File: config.mk
export PLATFORM = sky130hd
export DESIGN_NAME = btn_gesture_flat
export DESIGN_NICKNAME = d
export VERILOG_FILES = /design/src/rtl/btn_gesture_if.sv /design/src/rtl/btn_gesture.sv /design/src/flat_wrapper.sv
export SDC_FILE = /design/constraint.sdc
export NUM_CORES = 1
export LEC_CHECK = 0
export ABC_CLOCK_PERIOD_IN_PS = 2100
export CORE_AREA = 5 5 64 66
export DETAILED_ROUTE_END_ITERATION = 10
export DIE_AREA = 0 0 69 71
export PLACE_DENSITY_LB_ADDON = 0.1
export SLEW_MARGIN = 20
export SYNTH_ARGS = -nofsm -noshare
export SYNTH_HDL_FRONTEND = slang
export SYNTH_SLANG_ARGS = --single-unit
File: constraint.sdc
create_clock -name clk -period 2.1 [get_ports clk]
set_clock_uncertainty 0.1 [all_clocks]
set_input_delay 0.315 -clock clk [delete_from_list [all_inputs] [get_ports clk]]
set_output_delay 0.315 -clock clk [all_outputs]
set_load 0.01 [all_outputs]
File: src/rtl/btn_gesture_if.sv
// Button gesture link between the edge detector side (master) and the gesture classifier (slave).
// The press/rel inputs and the event pulses carry no valid/ready: every signal is a one-cycle pulse, and a 1 means the event happened on that clock.
interface btn_gesture_if;
  logic press;
  logic rel;
  logic single;
  logic dbl;
  logic long_pr;
  logic rpt;
  logic busy;

  modport master (
    output press, rel,
    input  single, dbl, long_pr, rpt, busy
  );

  modport slave (
    input  press, rel,
    output single, dbl, long_pr, rpt, busy
  );
endinterface

File: src/rtl/btn_gesture.sv
// Classifies press/release pulses into single, double, long-press and auto-repeat events.
// Every output is registered. At most one event pulse is high on any cycle.
module btn_gesture #(
    parameter int CLK_HZ    = 27_000_000,
    parameter int LONG_MS   = 500,
    parameter int DBL_MS    = 250,
    parameter int REPEAT_MS = 100
) (
    input  logic               clk,
    input  logic               rst,
    btn_gesture_if.slave       bus,
    output logic [2:0]         dbg_state
);
    localparam int LONG_CYC = CLK_HZ / 1000 * LONG_MS;
    localparam int DBL_CYC  = CLK_HZ / 1000 * DBL_MS;
    localparam int REP_CYC  = CLK_HZ / 1000 * REPEAT_MS;
    localparam int MAX_CYC  = (LONG_CYC > DBL_CYC)
                              ? ((LONG_CYC > REP_CYC) ? LONG_CYC : REP_CYC)
                              : ((DBL_CYC > REP_CYC) ? DBL_CYC : REP_CYC);
    localparam int TW = $clog2(MAX_CYC) + 1;

    localparam logic [TW-1:0] LONG_T = TW'(LONG_CYC);
    localparam logic [TW-1:0] DBL_T  = TW'(DBL_CYC);
    localparam logic [TW-1:0] REP_T  = TW'(REP_CYC);
    localparam logic [TW-1:0] ONE_T  = TW'(1);

    typedef enum logic [2:0] {
        IDLE  = 3'd0,
        HELD1 = 3'd1,
        WAIT2 = 3'd2,
        HELD2 = 3'd3,
        LONG  = 3'd4
    } state_t;

    state_t        state_q, state_d;
    logic [TW-1:0] timer_q, timer_d, timer_inc;
    logic          single_d, dbl_d, long_d, rpt_d;
    logic          pr, rl;

    // A press and a release on the same cycle count as a glitch, so both are dropped.
    assign pr = bus.press & ~bus.rel;
    assign rl = bus.rel & ~bus.press;
    assign timer_inc = (timer_q == '1) ? timer_q : timer_q + ONE_T;

    // The timer holds 1 on the first cycle in a timed state, so a decision
    // falls on the cycle where the timer equals the configured length.
    always_comb begin
        state_d  = state_q;
        timer_d  = timer_inc;
        single_d = 1'b0;
        dbl_d    = 1'b0;
        long_d   = 1'b0;
        rpt_d    = 1'b0;
        case (state_q)
            IDLE: begin
                timer_d = '0;
                if (pr) begin
                    state_d = HELD1;
                    timer_d = ONE_T;
                end
            end
            HELD1: begin
                if (rl) begin
                    state_d = WAIT2;
                    timer_d = ONE_T;
                end else if (timer_q >= LONG_T) begin
                    long_d  = 1'b1;
                    state_d = LONG;
                    timer_d = ONE_T;
                end
            end
            WAIT2: begin
                if (pr) begin
                    dbl_d   = 1'b1;
                    state_d = HELD2;
                    timer_d = '0;
                end else if (timer_q >= DBL_T) begin
                    single_d = 1'b1;
                    state_d  = IDLE;
                    timer_d  = '0;
                end
            end
            HELD2: begin
                timer_d = '0;
                if (rl) state_d = IDLE;
            end
            LONG: begin
                if (rl) begin
                    state_d = IDLE;
                    timer_d = '0;
                end else if (timer_q >= REP_T) begin
                    rpt_d   = 1'b1;
                    timer_d = ONE_T;
                end
            end
            default: begin
                state_d = IDLE;
                timer_d = '0;
            end
        endcase
    end

    // busy stays up through the cycle that carries the single pulse.
    always_ff @(posedge clk) begin
        if (rst) begin
            state_q     <= IDLE;
            timer_q     <= '0;
            bus.single  <= 1'b0;
            bus.dbl     <= 1'b0;
            bus.long_pr <= 1'b0;
            bus.rpt     <= 1'b0;
            bus.busy    <= 1'b0;
        end else begin
            state_q     <= state_d;
            timer_q     <= timer_d;
            bus.single  <= single_d;
            bus.dbl     <= dbl_d;
            bus.long_pr <= long_d;
            bus.rpt     <= rpt_d;
            bus.busy    <= (state_d != IDLE) | single_d;
        end
    end

    assign dbg_state = state_q;
endmodule
File: src/flat_wrapper.sv
// flat-port wrapper written by rule: the top's interface ports become plain ports
module btn_gesture_flat 
#(
    parameter int CLK_HZ    = 27_000_000,
    parameter int LONG_MS   = 500,
    parameter int DBL_MS    = 250,
    parameter int REPEAT_MS = 100
)
  (clk, rst, dbg_state, bus_press, bus_rel, bus_single, bus_dbl, bus_long_pr, bus_rpt, bus_busy);
  btn_gesture_if bus_i ();
  input  logic clk;
  input  logic rst;
  output logic [2:0] dbg_state;
  input wire logic [$bits(bus_i.press)-1:0] bus_press;
  input wire logic [$bits(bus_i.rel)-1:0] bus_rel;
  output wire logic [$bits(bus_i.single)-1:0] bus_single;
  output wire logic [$bits(bus_i.dbl)-1:0] bus_dbl;
  output wire logic [$bits(bus_i.long_pr)-1:0] bus_long_pr;
  output wire logic [$bits(bus_i.rpt)-1:0] bus_rpt;
  output wire logic [$bits(bus_i.busy)-1:0] bus_busy;
  assign bus_i.press = bus_press;
  assign bus_i.rel = bus_rel;
  assign bus_single = bus_i.single;
  assign bus_dbl = bus_i.dbl;
  assign bus_long_pr = bus_i.long_pr;
  assign bus_rpt = bus_i.rpt;
  assign bus_busy = bus_i.busy;
  btn_gesture #(.CLK_HZ(CLK_HZ), .LONG_MS(LONG_MS), .DBL_MS(DBL_MS), .REPEAT_MS(REPEAT_MS)) u_core (.clk(clk), .rst(rst), .bus(bus_i), .dbg_state(dbg_state));
endmodule
==> impl_metrics.env <==
export IMPL_synth_area_mm2=0.00192
export IMPL_timing_final_crit_share_pct=99.2
export IMPL_power_total_mw=1.12
export IMPL_cp_end_kind="register"
export IMPL_p_seq_share_pct=57.2
export IMPL_pre_cts_ws_ns=-0.488
export IMPL_grtUsageMet1_pct=26.5
export IMPL_clk_pin_slew_ns=0.10
export IMPL_core_mm2=0.00352
export IMPL_maxCapViolations=0
export IMPL_hold_path_class="register to register"
export IMPL_hpwlAfterDp_um=3690
export IMPL_syn2layout_area_growth_pct=33.6
export IMPL_grt_remaining_overflow=0
export IMPL_peakVddDrop_mv=0.356
export IMPL_row_count=22
export IMPL_finalSetupViolations=0
export IMPL_wire_per_inst_um=15.5
export IMPL_cts_root_buf="clkbuf_4"
export IMPL_drc=0
export IMPL_switching_power_mw=0.300
export IMPL_synth_cells=228
export IMPL_critPathTopFamily="simple AND/OR/NAND/NOR gates"
export IMPL_synth_fp_nets=234
export IMPL_p_comb_share_pct=10.6
export IMPL_grt_max_degree=17
export IMPL_antenna_found_initial=0
export IMPL_leakage_nw=0.886
export IMPL_synth_distinct_cells=51
export IMPL_slowest_stage="or4_1"
export IMPL_cp_required_ns=2.28
export IMPL_synthXorXnorAreaFrac_pct=6.39
export IMPL_cts_hold_buf=0
export IMPL_fillerInstances=287
export IMPL_vias=2019
export IMPL_met3_usage_pct=5.11
export IMPL_start_kind="register"
export IMPL_synth_area_top_cells="dfxtp_1 34%, a211oi_1 5.5%, nor3_1 5.5%"
export IMPL_placed_area_mm2=0.00239
export IMPL_synth_ff_type="dfxtp_1"
export IMPL_period_needed_ns=2.08
export IMPL_die_area_mm2=0.00490
export IMPL_drt_vias_per_instance=6.01
export IMPL_htreeDepth=2
export IMPL_drt_iter0_drc=176
export IMPL_yosys_top_cells_count="33 x dfxtp_1, 21 x nor3_1, 16 x nor2_1"
export IMPL_clock_sinks=33
export IMPL_yosys_area_share_simple_pct=32.1
export IMPL_rsz0062_at_grt="yes"
export IMPL_min_delay_start="u_core.timer_q[15]$_SDFF_PP0_"
export IMPL_diodes=0
export IMPL_ant_nets=0
export IMPL_final_max_slew_viol_count=0
export IMPL_arrival_ns=2.26
export IMPL_clock_latency_ns=0.36
export IMPL_synthArstFlopShare_pct=0
export IMPL_yosysTopAreaCellShare_pct=34.4
export IMPL_internal_power_mw=0.819
export IMPL_hold_violations=0
export IMPL_path_buf_inv=3
export IMPL_syn_area_per_cell_um2=8.42
export IMPL_first_pass_iters=4
export IMPL_cp_slowest_stage_delay_ns=0.50
export IMPL_synth_seq_area_share_pct=34.4
export IMPL_nets=293
export IMPL_yosys_cell_count_top_type="dfxtp_1"
export IMPL_r2r_start="u_core.timer_q[18]$_SDFF_PP0_"
export IMPL_use_met2_pct=36.3
export IMPL_ios=12
export IMPL_ys_seq_elements=33
export IMPL_synth_warnings=0
export IMPL_synth_edf_count=0
export IMPL_port_buffers=11
export IMPL_path_common_cell="buf_4"
export IMPL_grt_pass1_vias=1929
export IMPL_p_sw_share_pct=26.8
export IMPL_critPathMaxFanout=16
export IMPL_synth_compound_gate_area_share_pct=19.2
export IMPL_chipHeight_um=71
export IMPL_p_clk_share_pct=32.1
export IMPL_synthAdderAreaFrac_pct=1.30
export IMPL_routed_wl_um=5200
export IMPL_place_congestion=0.872
export IMPL_holdWs_ns=0.441
export IMPL_grt_pass1_wl_um=8730
export IMPL_outcome="finished clean"
export IMPL_grt_busiest_layer="met2"
export IMPL_cts_tree="yes"
export IMPL_worstPathCellList="nand3_1, buf_4, buf_4, nor3_1, buf_4, a21o_4, or4_1, a211oi_2"
export IMPL_final_cell_area_mm2=0.00256
export IMPL_track_usage_pct=22.0
export IMPL_p_per_area_mw_per_mm2=436
export IMPL_numCtsBuffers=5
export IMPL_yosysTopAreaCell="dfxtp_1"
export IMPL_worst_slack_ns=0.0165
export IMPL_layout_drive_gt1_share_pct=30.9
export IMPL_clk_path_buf_depth=2
export IMPL_fp_dieW_um=69
export IMPL_synth_top_family_by_area="simple AND/OR/NAND/NOR gates"
export IMPL_synthMuxAreaShare_pct=1.63
export IMPL_critical_path_class="register to register"
export IMPL_crit_start="u_core.timer_q[18]$_SDFF_PP0_"
export IMPL_start_util_pct=54.5
export IMPL_fmax_ghz=0.480
worst reg2reg max path: stages, from the launching register on:
cell	delay (ns)
dfxtp_2	0.37
nand3_1	0.12
buf_4	0.13
buf_4	0.10
nor3_1	0.06
buf_4	0.15
a21o_4	0.26
or4_1	0.50
a211oi_2	0.22
power groups by stage:
stage                     logic (mW)  registers [mW]  clock network, mW
final                          0.119           0.641              0.359
after global routing           0.129           0.642              0.392
after CTS                      0.117           0.640              0.361
after detailed placement       0.105           0.655                  0
after global placement         0.102           0.654                  0
after floorplan               0.0562           0.656                  0
cells by family (layout without fill, tap and decap cells):
kind of cell	after synthesis	after routing
other cells	1	1
xor+xnor	14	14
simple gates	107	107
mux	3	3
flops	33	33
buf+inv	20	79
fa+ha+maj	2	2
compound gates	48	49
cell type report:
cell class              instances  area [um^2]  share of cell area [%]
clock inverters                 2         10.0                   0.390
well taps                      48         60.1                    2.34
repair buffers                 63          513                    20.0
flip-flops and latches         33          673                    26.3
clock buffers                   6         41.3                    1.61
inverters                       8         30.0                    1.17
multi-input cells             176         1240                    48.2
placed cells by master (no fill, tap or decap), types with 4 or more instances in the layout:
master           Yosys  layout
nor3_1              21      21
buf_4                2      51
a21oi_1              6       6
o21ai_0              4       4
o21ai_1              4       4
or3_1                9       9
a211oi_1            14      13
clkbuf_4             0       5
nand4_1             10      10
nor2_1              16      15
inv_1                8       8
nand2_1             15      15
xnor2_1             11      11
nand2b_1             4       4
dfxtp_1             33      23
dfxtp_2              0      10
nand3_1              9       9
clkdlybuf4s50_1      0      11
flip-flops by register name (all words and copies together) (netlist names):
register	count
u_core.dbg_state	3
u_core.bus.rpt	1
u_core.bus.single	1
u_core.bus.busy	1
u_core.timer_q	25
u_core.bus.long_pr	1
u_core.bus.dbl	1
final timing paths:
check / to / slack [ns] / cells past startpoint
hold / removal: u_core.timer_q[15]$_SDFF_PP0_ / 0.44 / 2
setup / recovery: u_core.timer_q[15]$_SDFF_PP0_ / 0.02 / 8
setup reg to reg: u_core.timer_q[15]$_SDFF_PP0_ / 0.02 / 8
hold reg to reg: u_core.timer_q[15]$_SDFF_PP0_ / 0.44 / 2
routing by layer:
layer / vias up / part of all wire [%]
li1: 977 / -
met1: 959 / 44
met3: 13 / 4.6
met5: - / 0
met4: 0 / 2.6
met2: 70 / 49
per-stage QoR:
step | instances | TNS, ns | util [%]
floorplan | 228 | 0 | -
global placement | 323 | -9.21 | 67.9
detailed placement | 323 | -10.75 | 67.9
CTS | 335 | 0 | 71.7
global route | 336 | -0.154 | 72.8
finish | 336 | 0 | 72.8
what timing repair did:
action / CTS / global route
pin swaps: 2 / 1
endpoints found under the hold margin: 0 / 0
cloned: 1 / 0
buffers inserted: 3 / 1
setup endpoints to repair: 24 / 21
resized for setup: 4 / 14
(Power assumes the default switching activity.)
